**config.mk**
```make
export PLATFORM = sky130hd
export DESIGN_NAME = plot_sink
export DESIGN_NICKNAME = d
export VERILOG_FILES = /design/src/rtl/plot_sink_pkg.sv /design/src/rtl/pixel_fifo.sv /design/src/rtl/plot_sink.sv
export SDC_FILE = /design/constraint.sdc
export NUM_CORES = 1
export LEC_CHECK = 0
export CAP_MARGIN = 20
export CORE_ASPECT_RATIO = 1.75
export CORE_MARGIN = 2
export CORE_UTILIZATION = 45
export CTS_CLUSTER_SIZE = 20
export DETAILED_ROUTE_END_ITERATION = 6
export DONT_BUFFER_PORTS = 1
export SYNTH_ARGS = -nofsm -noshare
export SYNTH_HDL_FRONTEND = slang
export SYNTH_SLANG_ARGS = --single-unit
```
**constraint.sdc**
```tcl
create_clock -name clock -period 8 [get_ports clock]
set_input_delay 0.8 -clock clock [delete_from_list [all_inputs] [get_ports clock]]
set_output_delay 0.8 -clock clock [all_outputs]
set_load 0.01 [all_outputs]
```
**src/rtl/plot_sink_pkg.sv**
```systemverilog
// plot_sink_pkg: screen constants shared by plot_sink and the drawers,
// plus the plot-sink drain-state encoding.
package plot_sink_pkg;

  localparam int unsigned COLOR_DEPTH = 9;
  localparam int unsigned SCREEN_W    = 160;
  localparam int unsigned SCREEN_H    = 120;
  localparam int unsigned FB_ADDR_W   = 15;

  typedef enum logic {
    S_IDLE  = 1'b0,
    S_DRAIN = 1'b1
  } drain_state_e;

endpackage

```
**src/rtl/pixel_fifo.sv**
```systemverilog
// pixel_fifo: synchronous first-word-fall-through FIFO for plot entries.
// Ports:
//   clock, reset   : clock and synchronous active-high reset
//   push, wdata    : write side; a push while full is ignored
//   pop, rdata     : read side; rdata shows the head whenever !empty
//   full, empty    : occupancy flags from registered pointers
module pixel_fifo #(
  parameter int unsigned WIDTH = 24,
  parameter int unsigned DEPTH = 4
) (
  input  logic             clock,
  input  logic             reset,
  input  logic             push,
  input  logic             pop,
  input  logic [WIDTH-1:0] wdata,
  output logic [WIDTH-1:0] rdata,
  output logic             full,
  output logic             empty
);

  localparam int unsigned AW = $clog2(DEPTH);
  localparam logic [AW:0] PTR_ONE = 1;

  logic [WIDTH-1:0] mem_q [DEPTH];
  // Pointers carry one extra wrap bit to tell full from empty.
  logic [AW:0] wr_ptr_q, wr_ptr_d;
  logic [AW:0] rd_ptr_q, rd_ptr_d;
  logic        do_push, do_pop;

  assign empty = (wr_ptr_q == rd_ptr_q);
  assign full  = (wr_ptr_q[AW] != rd_ptr_q[AW]) &&
                 (wr_ptr_q[AW-1:0] == rd_ptr_q[AW-1:0]);
  assign rdata = mem_q[rd_ptr_q[AW-1:0]];

  assign do_push = push && !full;
  assign do_pop  = pop && !empty;

  always_comb begin
    wr_ptr_d = wr_ptr_q;
    rd_ptr_d = rd_ptr_q;
    if (do_push) wr_ptr_d = wr_ptr_q + PTR_ONE;
    if (do_pop)  rd_ptr_d = rd_ptr_q + PTR_ONE;
  end

  always_ff @(posedge clock) begin
    if (reset) begin
      wr_ptr_q <= '0;
      rd_ptr_q <= '0;
    end else begin
      wr_ptr_q <= wr_ptr_d;
      rd_ptr_q <= rd_ptr_d;
    end
  end

  // Storage is not reset; the pointers alone define valid contents.
  always_ff @(posedge clock) begin
    if (do_push) mem_q[wr_ptr_q[AW-1:0]] <= wdata;
  end

endmodule

```
**src/rtl/plot_sink.sv**
```systemverilog
// plot_sink: receives pixel plots from the drawers, clips off-screen
// coordinates, linearises (x, y) into a framebuffer address, buffers the
// result in pixel_fifo and drains it into the framebuffer write port
// whenever fb_grant is high.
// Ports:
//   clock, reset          : clock and synchronous active-high reset
//   plot, x, y, color     : one-cycle pixel write request
//   ready                 : FIFO can accept a plot this cycle (!full)
//   fb_grant              : framebuffer write port available this cycle
//   fb_wren/address/data  : registered framebuffer write
//   idle                  : FIFO empty and no write in flight
//   drop_count/clip_count : saturating counts of dropped / clipped plots
// Optional build macro: PLOT_SINK_TRANSPARENT_KEY_EN discards on-screen
// plots whose colour equals TRANSPARENT_COLOR.
module plot_sink #(
  parameter int unsigned           COLOR_DEPTH       = plot_sink_pkg::COLOR_DEPTH,
  parameter int unsigned           SCREEN_W          = plot_sink_pkg::SCREEN_W,
  parameter int unsigned           SCREEN_H          = plot_sink_pkg::SCREEN_H,
  parameter int unsigned           FB_ADDR_W         = plot_sink_pkg::FB_ADDR_W,
  parameter int unsigned           FIFO_DEPTH        = 4,
  parameter logic [COLOR_DEPTH-1:0] TRANSPARENT_COLOR = '0
) (
  input  logic                   clock,
  input  logic                   reset,
  input  logic                   plot,
  input  logic [7:0]             x,
  input  logic [6:0]             y,
  input  logic [COLOR_DEPTH-1:0] color,
  output logic                   ready,
  input  logic                   fb_grant,
  output logic                   fb_wren,
  output logic [FB_ADDR_W-1:0]   fb_address,
  output logic [COLOR_DEPTH-1:0] fb_data,
  output logic                   idle,
  output logic [7:0]             drop_count,
  output logic [7:0]             clip_count
);

  import plot_sink_pkg::*;

`ifdef PLOT_SINK_TRANSPARENT_KEY_EN
  localparam bit KEY_EN = 1'b1;
`else
  localparam bit KEY_EN = 1'b0;
`endif

  localparam int unsigned ENTRY_W = FB_ADDR_W + COLOR_DEPTH;

  drain_state_e state_q, state_d;

  logic                   fb_wren_q, fb_wren_d;
  logic [FB_ADDR_W-1:0]   fb_address_q, fb_address_d;
  logic [COLOR_DEPTH-1:0] fb_data_q, fb_data_d;
  logic [7:0]             drop_q, drop_d;
  logic [7:0]             clip_q, clip_d;

  logic [31:0]            lin_addr;
  logic                   on_screen, key_hit;
  logic                   push, pop, full, empty;
  logic [ENTRY_W-1:0]     wdata, rdata;

  assign ready     = !full;
  assign on_screen = (32'(x) < SCREEN_W) && (32'(y) < SCREEN_H);
  assign lin_addr  = 32'(y) * SCREEN_W + 32'(x);
  assign key_hit   = KEY_EN && (color == TRANSPARENT_COLOR);
  assign push      = plot && ready && on_screen && !key_hit;
  assign pop       = (state_q == S_DRAIN) && fb_grant && !empty;
  assign wdata     = {FB_ADDR_W'(lin_addr), color};

  pixel_fifo #(
    .WIDTH (ENTRY_W),
    .DEPTH (FIFO_DEPTH)
  ) u_fifo (
    .clock (clock),
    .reset (reset),
    .push  (push),
    .pop   (pop),
    .wdata (wdata),
    .rdata (rdata),
    .full  (full),
    .empty (empty)
  );

  always_comb begin
    state_d      = state_q;
    fb_wren_d    = pop;
    fb_address_d = fb_address_q;
    fb_data_d    = fb_data_q;
    drop_d       = drop_q;
    clip_d       = clip_q;

    // Without an occupancy count the FSM leaves S_DRAIN on the first cycle
    // it sees the FIFO empty with no push; pops only ever occur while
    // entries exist, so the write stream is unchanged.
    unique case (state_q)
      S_IDLE:  if (push) state_d = S_DRAIN;
      S_DRAIN: if (empty && !push) state_d = S_IDLE;
      default: state_d = S_IDLE;
    endcase

    if (pop) begin
      fb_address_d = rdata[ENTRY_W-1:COLOR_DEPTH];
      fb_data_d    = rdata[COLOR_DEPTH-1:0];
    end

    if (plot && !ready && (drop_q != 8'hFF)) drop_d = drop_q + 8'd1;
    if (plot && ready && !on_screen && (clip_q != 8'hFF)) clip_d = clip_q + 8'd1;
  end

  always_ff @(posedge clock) begin
    if (reset) begin
      state_q      <= S_IDLE;
      fb_wren_q    <= 1'b0;
      fb_address_q <= '0;
      fb_data_q    <= '0;
      drop_q       <= '0;
      clip_q       <= '0;
    end else begin
      state_q      <= state_d;
      fb_wren_q    <= fb_wren_d;
      fb_address_q <= fb_address_d;
      fb_data_q    <= fb_data_d;
      drop_q       <= drop_d;
      clip_q       <= clip_d;
    end
  end

  assign fb_wren    = fb_wren_q;
  assign fb_address = fb_address_q;
  assign fb_data    = fb_data_q;
  assign drop_count = drop_q;
  assign clip_count = clip_q;
  assign idle       = empty && !fb_wren_q;

endmodule

```
# Yosys cells after proc, flatten, opt, wreduce, memory -nomap -nowiden
# Memories as Yosys holds them, arrays and structs flattened. A register that Yosys moved wholly into a read port is not among the register bits.
# Cells that the tools add are included.
# totals
ff_bits,24
latchBits,0
ramBits,96
mem_bits_ro,0
wordCells,45
memories,1
# memory_table
memory,words,word_bits,rd,rd_clocked_by_memory_dff,write_ports,line_no,rtl
u_fifo.mem_q,4,24,1,1,1,pixel_fifo.sv:24,logic [WIDTH-1:0] mem_q [DEPTH];
# classes
addsub,5
mul,1
div,0
n_lt_le_gt_ge,2
eq_ne,5
n_shift,0
mux,5
bitwise_logic,1
n_reduce_logical,19
# op_table
op,count
"8-bit by 1-bit adder with 8-bit output, second input constant",2
"8-bit inequality test, second input constant",2
15-bit by 8-bit adder with 15-bit output,1
1-bit logical AND,14
"7-bit by 3-bit multiplier with 10-bit output, second input constant",1
"8-bit less-than comparator, second input constant",1
"7-bit less-than comparator, second input constant",1
"3-bit by 1-bit adder with 3-bit output, second input constant",2
1-bit logical NOT,5
1-bit 2-to-1 mux,4
3-bit equality test,1
2-bit equality test,1
1-bit one-hot mux with 2 select lines,1
1-bit inequality test,1
1-bit inverter,1

# Logic depth before layout (Yosys ltp)
# Gate-level depths: netlist of the first run.
# depth
depth_word,9
mapped_depth,7
depth_no_buf,7

# Cells and area by module
# A second synthesis of the first run with hierarchy kept.
# hier_totals
cells_unflattened,459
hier_area_um2,6233.5
# by_module_without_submodules
mod,n_inst,cells_each,area_each_um2,seq_area_each_um2
pixel_fifo,1,194,4038.9,3042.9
plot_sink,1,265,2194.6,840.8

# Worst setup path before layout of the first run
# No wires, ideal clock.
# synth_timing
path_type,input port to flip-flop
startpoint,in y[4]
endpoint,mem u_fifo.mem_q[3][0] (enable)
setup_time_ps,435
arrival_ps,3049
required_ps,7565
path_slack_ps,4516
path_stages,3
cell_sequence,and4_1 -> or2_2 -> nor3_1
# synth_between
elab_chain_cells,6
# synth_lines
element,line_no,rtl
start: declaration,plot_sink.sv:27,"input logic [6:0] y,"
7-bit less-than comparator,plot_sink.sv:63,assign on_screen = (32'(x) < SCREEN_W) && (32'(y) < SCREEN_H);
1-bit logical AND,plot_sink.sv:63,
1-bit logical AND,plot_sink.sv:66,assign push = plot && ready && on_screen && !key_hit;
1-bit logical AND,pixel_fifo.sv:35,assign do_push = push && !full;
1-bit 2-to-1 mux,pixel_fifo.sv:57,if (do_push) mem_q[wr_ptr_q[AW-1:0]] <= wdata;
1-bit 2-to-1 mux (not written as such),pixel_fifo.sv:57,
end: declaration,pixel_fifo.sv:24,
# Every way passes these cells.

# Worst setup path after layout of the first run
# layout_timing
startpoint,in y[1]
endpoint,mem u_fifo.mem_q[2][23] (data pin)
# layout_between
elab_chain_cells,2
# layout_lines
element,line_no,rtl
7-bit by 3-bit multiplier with 10-bit output,plot_sink.sv:64,assign lin_addr = 32'(y) * SCREEN_W + 32'(x);
15-bit by 8-bit adder with 15-bit output,plot_sink.sv:64,
net lin_addr[14],plot_sink.sv:57,logic [31:0] lin_addr;
# The timed path passes the listed nets, and every way through them passes these cells.

==> impl_metrics.toml, run 1 <==
[run_status]
status = "finished, final reports clean"

[timing]
max_freq_mhz = 352
tightest_slew_ps = 726
slew_headroom = 0.516
grt_setup_unrepaired = "false"
period_needed_ps = 2840
fin_tns_setup_ps = 0
fin_skew_ps = 10.4
final_max_slew_viol_count = 0
hold_slack_ps = 457
fin_crit_sh = 0.355
finalSetupViolations = 0
finalHoldViolCount = 0

[power]
p_leak_nw = 2.30
powerDensity_mw_per_mm2 = 244
power.total_mw = 1.70
ir_drop_uv = 169

[hold_path]
hold_class = "input port to flip-flop"

[grt]
antenna_found_initial = 0
grt_pass1_vias = 3726
grt-ovfl-total = 0
grt.total_usage = 0.171
grt_pass1_wl_um = 19000
grt_start_max_net_pins = 58

[worst_setup_path]
crit_slowest_cell = "o41ai_2"
crit_chain = "ha_1 > ha_1 > fa_1 > xor2_1 > o21ai_1 > or4_4 > o41ai_2"
arrival_ps = 3020
crit_path_end_kind = "flip-flop"
cpLargestDelayFamily = "adder cells"
crit_fanout = 4
critical_path.max_stage_delay_ps = 470
critical_path_class = "input port to flip-flop"
cp-start-kind = "input port"
worst_path_most_repeated_cell = "ha_1"
worstPathRequired_ps = 8170
path_buf_inv = 0

[placement]
io_buffers = 0
place_congestion = 0.726
dp_hpwl_um = 7810
post_dp_cell_area_mm2 = 0.00636

[clock_network]
post_cts_buffers = 0
cts_root_buf = "clkbuf_16"
cts_htree_levels = 4
cts_buffers = 17
clk_pin_slew_ps = 60
ctsHoldBuffers = 0
cts_resized = 0
cts.sinks = 144
cts_max_path_buffers = 2
tritoncts = "built"
worstSkewPairLatency_ps = 410

[floorplan]
std_cell_rows = 56
start_util = 0.462
core-area_mm2 = 0.0134
die_x_um = 92.6
ioPinCount = 71
die_y_um = 159
dieArea_mm2 = 0.0147

[final_layout]
finish.instance_area_mm2 = 0.00695
nets = 502
layout_commonest_cell = "edfxtp_1"
num_antenna_cells = 0
mostFrequentLayoutCells = "edfxtp_1, nand2_1, dfxtp_1"
drive_gt1_frac = 0.168
area_growth_pct = 12.5

[drt]
drtPass1Iterations = 4
via_per_inst = 5.50
routed_wl_um = 11800
wl_per_cell_um = 18.5
drc = 0
vias = 3513
drtIter0Drc = 139
ant_nets = 0

[synthesis]
ys_async_sr_fraction = 0
syn_inst = 445
syn_nets = 495
syn_avg_cell_area_um2 = 13.9
ys_warn_count = 0
ys.flop_type = "edfxtp_1"
synth_seq_cells = 144
synth_edf_count = 96
ys_types = 54
ys_seq_area_frac = 0.622
synth_area_mm2 = 0.00618

[job]
cap_viol_max_count = 0
-- worst paths after layout --
path | cells after the start | start | end | slack (ps)
hold / removal | 1 | reset | clip_count[0] | 460
hold reg to reg | 2 | fb_address[4] | fb_address[4] | 500
setup reg to reg | 6 | u_fifo.rd_ptr_q[0] | u_fifo.mem_q[0][20] | 5280
setup / recovery | 7 | y[1] | u_fifo.mem_q[2][23] | 5160
-- synthesized netlist by cell type (all sizes together), types with 8 or more instances --
master | count | share of area
edfxtp | 96 | 0.47
dfxtp | 48 | 0.16
clkbuf | 9 | 0.0055
inv | 11 | 0.0067
o21ai | 8 | 0.0065
nand3 | 8 | 0.0065
nor2 | 22 | 0.014
xnor2 | 9 | 0.013
ha | 20 | 0.041
o31ai | 8 | 0.012
mux4 | 24 | 0.088
nand2 | 56 | 0.034
a21oi | 37 | 0.030
buf | 11 | 0.010
-- layer usage --
layer  global-route usage  vias up  share of wire
met3               0.0535       12          0.055
li1                     -     1678              -
met1                0.177     1753           0.37
met2                0.315       70           0.56
met4               0.0638        0          0.016
met5                    0        -              0
-- where the power goes --
group	internal, mW	switching (mW)
Sequential	0.827	0.00956
Combinational	0.0444	0.0628
Clock	0.459	0.295
-- cell type report --
| cell class | count | area (um^2) |
|---|---|---|
| Clock buffer | 19 | 433 |
| Clock inverter | 13 | 138 |
| Fill cell | 1141 | 6440 |
| Inverter | 11 | 41.3 |
| Multi-Input combinational cell | 270 | 2200 |
| Sequential cell | 144 | 3840 |
| Tap cell | 174 | 218 |
| Timing Repair Buffer | 8 | 72.6 |
-- sequential cells by signal, indices dropped and copies added (netlist names) --
register         count
fb_wren              1
fb_address          15
u_fifo.mem_q        96
u_fifo.wr_ptr_q      3
drop_count           8
u_fifo.rd_ptr_q      3
fb_data              9
state_q              1
clip_count           8
-- stage by stage --
step / std cells / util / setup WS [ps]
2_1_floorplan: 445 / - / 4520
3_5_place_dp: 606 / 0.475 / 4750
3_3_place_gp: 606 / 0.475 / 4820
5_1_grt: 639 / 0.519 / 4980
4_1_cts: 638 / 0.518 / 4920
6_report: 639 / 0.519 / 5160
-- kinds of logic (layout without fill, tap and decap cells) --
group | count (synthesis) | in the layout | share of synthesized area
and+or+nand+nor | 130 | 130 | 0.102
xor gates and xnor gates | 15 | 15 | 0.0271
adders and majority gates | 22 | 22 | 0.0470
AOI/OAI and AO/OA | 70 | 70 | 0.0758
muxes | 33 | 33 | 0.104
buffers and inverters | 31 | 51 | 0.0225
DFF | 144 | 144 | 0.622
No activity file was read; power rests on OpenSTA's default activity.
==> inputs of run 2 (changes only) <==
==> constraint.sdc (replaced) <==
create_clock -name clock -period 2.7 [get_ports clock]
set_input_delay 0.27 -clock clock [delete_from_list [all_inputs] [get_ports clock]]
set_output_delay 0.27 -clock clock [all_outputs]
set_load 0.01 [all_outputs]
==> impl_metrics.toml, run 2 (synthesis results as in run 1) <==
[run_status]
status = "finished, final reports clean"

[timing]
slew_headroom = 0.523
grt_setup_unrepaired = "false"
tightest_slew_ps = 716
fin_crit_sh = 0.830
max_freq_mhz = 446
fin_tns_setup_ps = 0
final_max_slew_viol_count = 0
finalHoldViolCount = 0
finalSetupViolations = 0
period_needed_ps = 2240
fin_skew_ps = 7.56

[power]
p_seq_frac = 0.486
p_clk_frac = 0.440
swShare = 0.233
comb_power_share = 0.074
cell_internal_pwr_mw = 3.91
powerDensity_mw_per_mm2 = 709
ir_drop_uv = 435
p_leak_nw = 2.43
p_sw_mw = 1.19

[floorplan]
die_x_um = 92.6
std_cell_rows = 56
ioPinCount = 71
core-area_mm2 = 0.0134
start_util = 0.462
die_y_um = 159
dieArea_mm2 = 0.0147

[final_layout]
num_antenna_cells = 0
area_growth_pct = 16.5
nets = 527
mostFrequentLayoutCells = "edfxtp_1, nand2_1, dfxtp_1"
postLayoutCoreUtil = 0.538
multi_input_area_mm2 = 0.00221
regArea_mm2 = 0.00384
drive_gt1_frac = 0.186
largest_reg_flops = 96
layout_commonest_cell = "edfxtp_1"
nFillCells = 1125

[worst_setup_path]
r2r_start = "clip_count[1]"
critical_path_class = "input port to flip-flop"
r2r_slack_ps = 740
r2r_cells = 5
worstPathRequired_ps = 2840
crit_fanout = 4
reg2reg_to = "clip_count[7]"
crit_slowest_cell = "fa_1"
cp-start-kind = "input port"
crit_chain = "ha_1 > ha_1 > fa_1 > xor2_1 > buf_4 > o2111ai_1 > nor4_1 > xnor3_1"
crit_path_end_kind = "flip-flop"
worst_path_most_repeated_cell = "ha_1"
critical_path.max_stage_delay_ps = 430
arrival_ps = 2380

[hold_path]
hold_class = "input port to flip-flop"
worstHoldEndpoint = "drop_count[1]"
min-delay-start = "reset"
whs_path_depth = 1

[drt]
routed_wl_um = 12400
drtIter0Drc = 178
drc = 0
drtPass1Iterations = 6
via_per_inst = 5.51
wl_per_cell_um = 18.6
vias = 3657
ant_nets = 0

[clock_network]
cts.sinks = 144
cts_max_path_buffers = 2
cts_buffers = 17
clk_pin_slew_ps = 60
post_cts_buffers = 0
worstSkewPairLatency_ps = 410
cts_root_buf = "clkbuf_16"
cts_htree_levels = 4
tritoncts = "built"

[grt]
grt_pass1_vias = 3735
grt_pass1_wl_um = 19400
grt.total_usage = 0.175
antenna_found_initial = 0
grt-ovfl-total = 0
grt_start_max_net_pins = 39

[placement]
dp_hpwl_um = 8370
place_congestion = 0.754
io_buffers = 0

[job]
cap_viol_max_count = 0
run 2: changes by cell type in the layout (fill, tap and decap cells not counted), moves of 2 or more:
cell	before	now
inv_6	3	5
inv_8	0	2
dlygate4sd3_1	0	14
clkbuf_1	2	0
buf_4	7	17
run 2: critical path, delay by kind of cell:
family          cells  cell delay (ps)
compound gates      1              170
xor+xnor            2              520
fa+ha+maj           3              930
buf+inv             1              150
simple gates        1              340
run 2: stage by stage:
stage               cells  worst slack (ps)  cell area [um^2]  hold slack (ps)  power [mW]
finish                664               460              7190             35.7        5.10
global route          664               286              7190             14.5        5.28
CTS                   664               447              7190             14.6        5.16
detailed placement    617              25.9              6460              348        2.87
global placement      617              56.1              6460              344        2.85
floorplan             445               146              6180              369        2.77
run 2: how the worst max path moves through the flow:
| stage | start | to | slack [ps] | cells after the start |
|---|---|---|---|---|
| after floorplan | y[1] | u_fifo.mem_q[0][23] | 150 | 7 |
| after global placement | y[1] | u_fifo.mem_q[0][22] | 60 | 8 |
| after detailed placement | y[1] | u_fifo.mem_q[0][22] | 30 | 8 |
| after CTS | y[1] | u_fifo.mem_q[3][22] | 450 | 8 |
| after global routing | y[1] | u_fifo.mem_q[1][22] | 290 | 8 |
| final | y[1] | u_fifo.mem_q[1][22] | 460 | 8 |
run 2: area by class of cell:
class	count	share of cell area
clock inverter	15	0.0210
clock buffer	17	0.0591
tap	174	0.0303
sequential	144	0.534
inverter	11	0.00574
multi-input combinational	270	0.307
timing repair buffer	33	0.0428
run 2: per-layer routing:
metal / global-route usage / vias to the layer above / part of all wire
met3: 0.0511 / 16 / 0.047
met1: 0.181 / 1818 / 0.37
met5: 0 / - / 0
met2: 0.324 / 91 / 0.57
met4: 0.0678 / 0 / 0.018
li1: - / 1732 / -
run 2: power by group through the flow:
stage,clock [mW],sequential [mW],combinational [mW]
2_1_floorplan,0,2.52,0.259
3_3_place_gp,0,2.52,0.329
3_5_place_dp,0,2.53,0.340
4_1_cts,2.30,2.48,0.381
5_1_grt,2.39,2.48,0.418
6_report,2.24,2.48,0.376
run 2: repair_timing:
item / CTS / global route
endpoints found under the hold margin: 94 / 0
gates resized for setup: 0 / 0
hold buffers: 15 / 0
==> inputs of run 3 (changes only) <==
==> constraint.sdc (replaced) <==
create_clock -name clock -period 2.1 [get_ports clock]
set_input_delay 0.21 -clock clock [delete_from_list [all_inputs] [get_ports clock]]
set_output_delay 0.21 -clock clock [all_outputs]
set_load 0.01 [all_outputs]
==> impl_metrics.toml, run 3 (synthesis results as in run 1) <==
[run_status]
status = "finished, final reports clean"

[drt]
drc = 0
drtPass1Iterations = 4
wl_per_cell_um = 18.4
via_per_inst = 5.37
routed_wl_um = 12400
vias = 3603
drtIter0Drc = 106
ant_nets = 0

[clock_network]
clk_pin_slew_ps = 60
cts_buffers = 17
cts_htree_levels = 4
cts_root_buf = "clkbuf_16"
cts.sinks = 144
cts_max_path_buffers = 2
worstSkewPairLatency_ps = 410
tritoncts = "built"

[worst_setup_path]
arrival_ps = 2220
r2r_slack_ps = 170
cp-start-kind = "flip-flop"
crit_fanout = 15
crit_path_end_kind = "flip-flop"
r2r_cells = 5
critical_path_class = "flip-flop to flip-flop"
r2r_start = "u_fifo.wr_ptr_q[1]"
worstPathRequired_ps = 2400
reg2reg_to = "clip_count[7]"

[final_layout]
mostFrequentLayoutCells = "edfxtp_1, nand2_1, dfxtp_1"
area_growth_pct = 19.0
multi_input_area_mm2 = 0.00226
layout_commonest_cell = "edfxtp_1"
largest_reg_flops = 96
num_antenna_cells = 0
regArea_mm2 = 0.00384
drive_gt1_frac = 0.209
nets = 534
nFillCells = 1118

[placement]
place_congestion = 0.747
io_buffers = 0
place_ws_ps = -217
dp_hpwl_um = 8180

[hold_path]
hold_class = "input port to flip-flop"
min-delay-start = "reset"
worstHoldEndpoint = "drop_count[5]"
whs_path_depth = 2

[grt]
grt.total_usage = 0.180
grt_pass1_vias = 3894
grt_pass1_wl_um = 19900
grt_start_max_net_pins = 47
grt-ovfl-total = 0
antenna_found_initial = 0

[timing]
fin_crit_sh = 0.917
period_needed_ps = 1930
fin_tns_setup_ps = 0
final_max_slew_viol_count = 0
finalSetupViolations = 0
fin_ws_ps = 175
tightest_slew_ps = 502
max_freq_mhz = 519
finalHoldViolCount = 0
fin_skew_ps = 9.88
slew_headroom = 0.662
hold_slack_ps = 15.8
grt_setup_unrepaired = "false"

[power]
p_seq_frac = 0.489
p_leak_nw = 2.46
powerDensity_mw_per_mm2 = 887
comb_power_share = 0.083
p_sw_mw = 1.45
p_clk_frac = 0.429
swShare = 0.223
cell_internal_pwr_mw = 5.06
ir_drop_uv = 533

[floorplan]
ioPinCount = 71
dieArea_mm2 = 0.0147
die_y_um = 159
std_cell_rows = 56
start_util = 0.462
die_x_um = 92.6
core-area_mm2 = 0.0134

[job]
cap_viol_max_count = 0
run 3: changes by cell type in the layout (fill, tap and decap cells not counted), sizes merged:
cell,before,now
buf,19,25
clkbuf,17,20
clkinv,5,4
clkinvlp,2,4
dlygate4sd3,14,15
inv,18,14
run 3: through the flow:
step	area, um^2	util	power, mW	std cells
2_1_floorplan	6240	-	3.59	445
3_3_place_gp	6620	0.495	3.72	623
3_5_place_dp	6620	0.495	3.74	623
4_1_cts	7350	0.549	6.61	671
5_1_grt	7350	0.549	6.77	671
6_report	7350	0.549	6.52	671
run 3: worst max-delay path by stage:
| stage | startpoint | end | slack [ps] | cells past startpoint |
|---|---|---|---|---|
| floorplan | y[1] | u_fifo.mem_q[0][23] | -60 | 6 |
| global placement | y[1] | u_fifo.mem_q[0][22] | -160 | 7 |
| detailed placement | y[2] | u_fifo.mem_q[1][21] | -220 | 6 |
| CTS | u_fifo.wr_ptr_q[1] | clip_count[7] | 140 | 5 |
| global route | u_fifo.wr_ptr_q[1] | clip_count[7] | 30 | 5 |
| finish | u_fifo.wr_ptr_q[1] | clip_count[7] | 170 | 5 |
run 3: cell type report:
class,count,area share
Tap cell,174,0.0296
Clock buffer,20,0.0608
Inverter,11,0.00562
Timing Repair Buffer,40,0.0579
Multi-Input combinational cell,270,0.308
Clock inverter,12,0.0150
Sequential cell,144,0.523
run 3: power groups by stage:
stage | clock network (mW) | registers (mW) | logic (mW)
final | 2.80 | 3.18 | 0.539
after global routing | 2.99 | 3.19 | 0.599
after global placement | 0 | 3.24 | 0.484
after floorplan | 0 | 3.23 | 0.352
after detailed placement | 0 | 3.25 | 0.495
after CTS | 2.87 | 3.19 | 0.551
run 3: per-layer routing:
metal | vias to the layer above | track usage | routed length (um)
met5 | - | 0 | 0
met4 | 0 | 0.0651 | 136
met2 | 63 | 0.340 | 7060
met1 | 1789 | 0.185 | 4610
met3 | 10 | 0.0483 | 554
li1 | 1741 | - | -
run 3: timing repair:
action,in CTS,in global routing
setup buffers,0,0
gates resized for setup,0,0
setup endpoints to repair,0,0
hold buffers,16,0
endpoints found under the hold margin,100,0
run 3: worst max-delay path, cell delays in order (launching register included):
cell and delay [ps]:
dfxtp_1 500, xor2_2 320, o31ai_4 120, buf_4 200, nor4_1 320, mux2_1 360
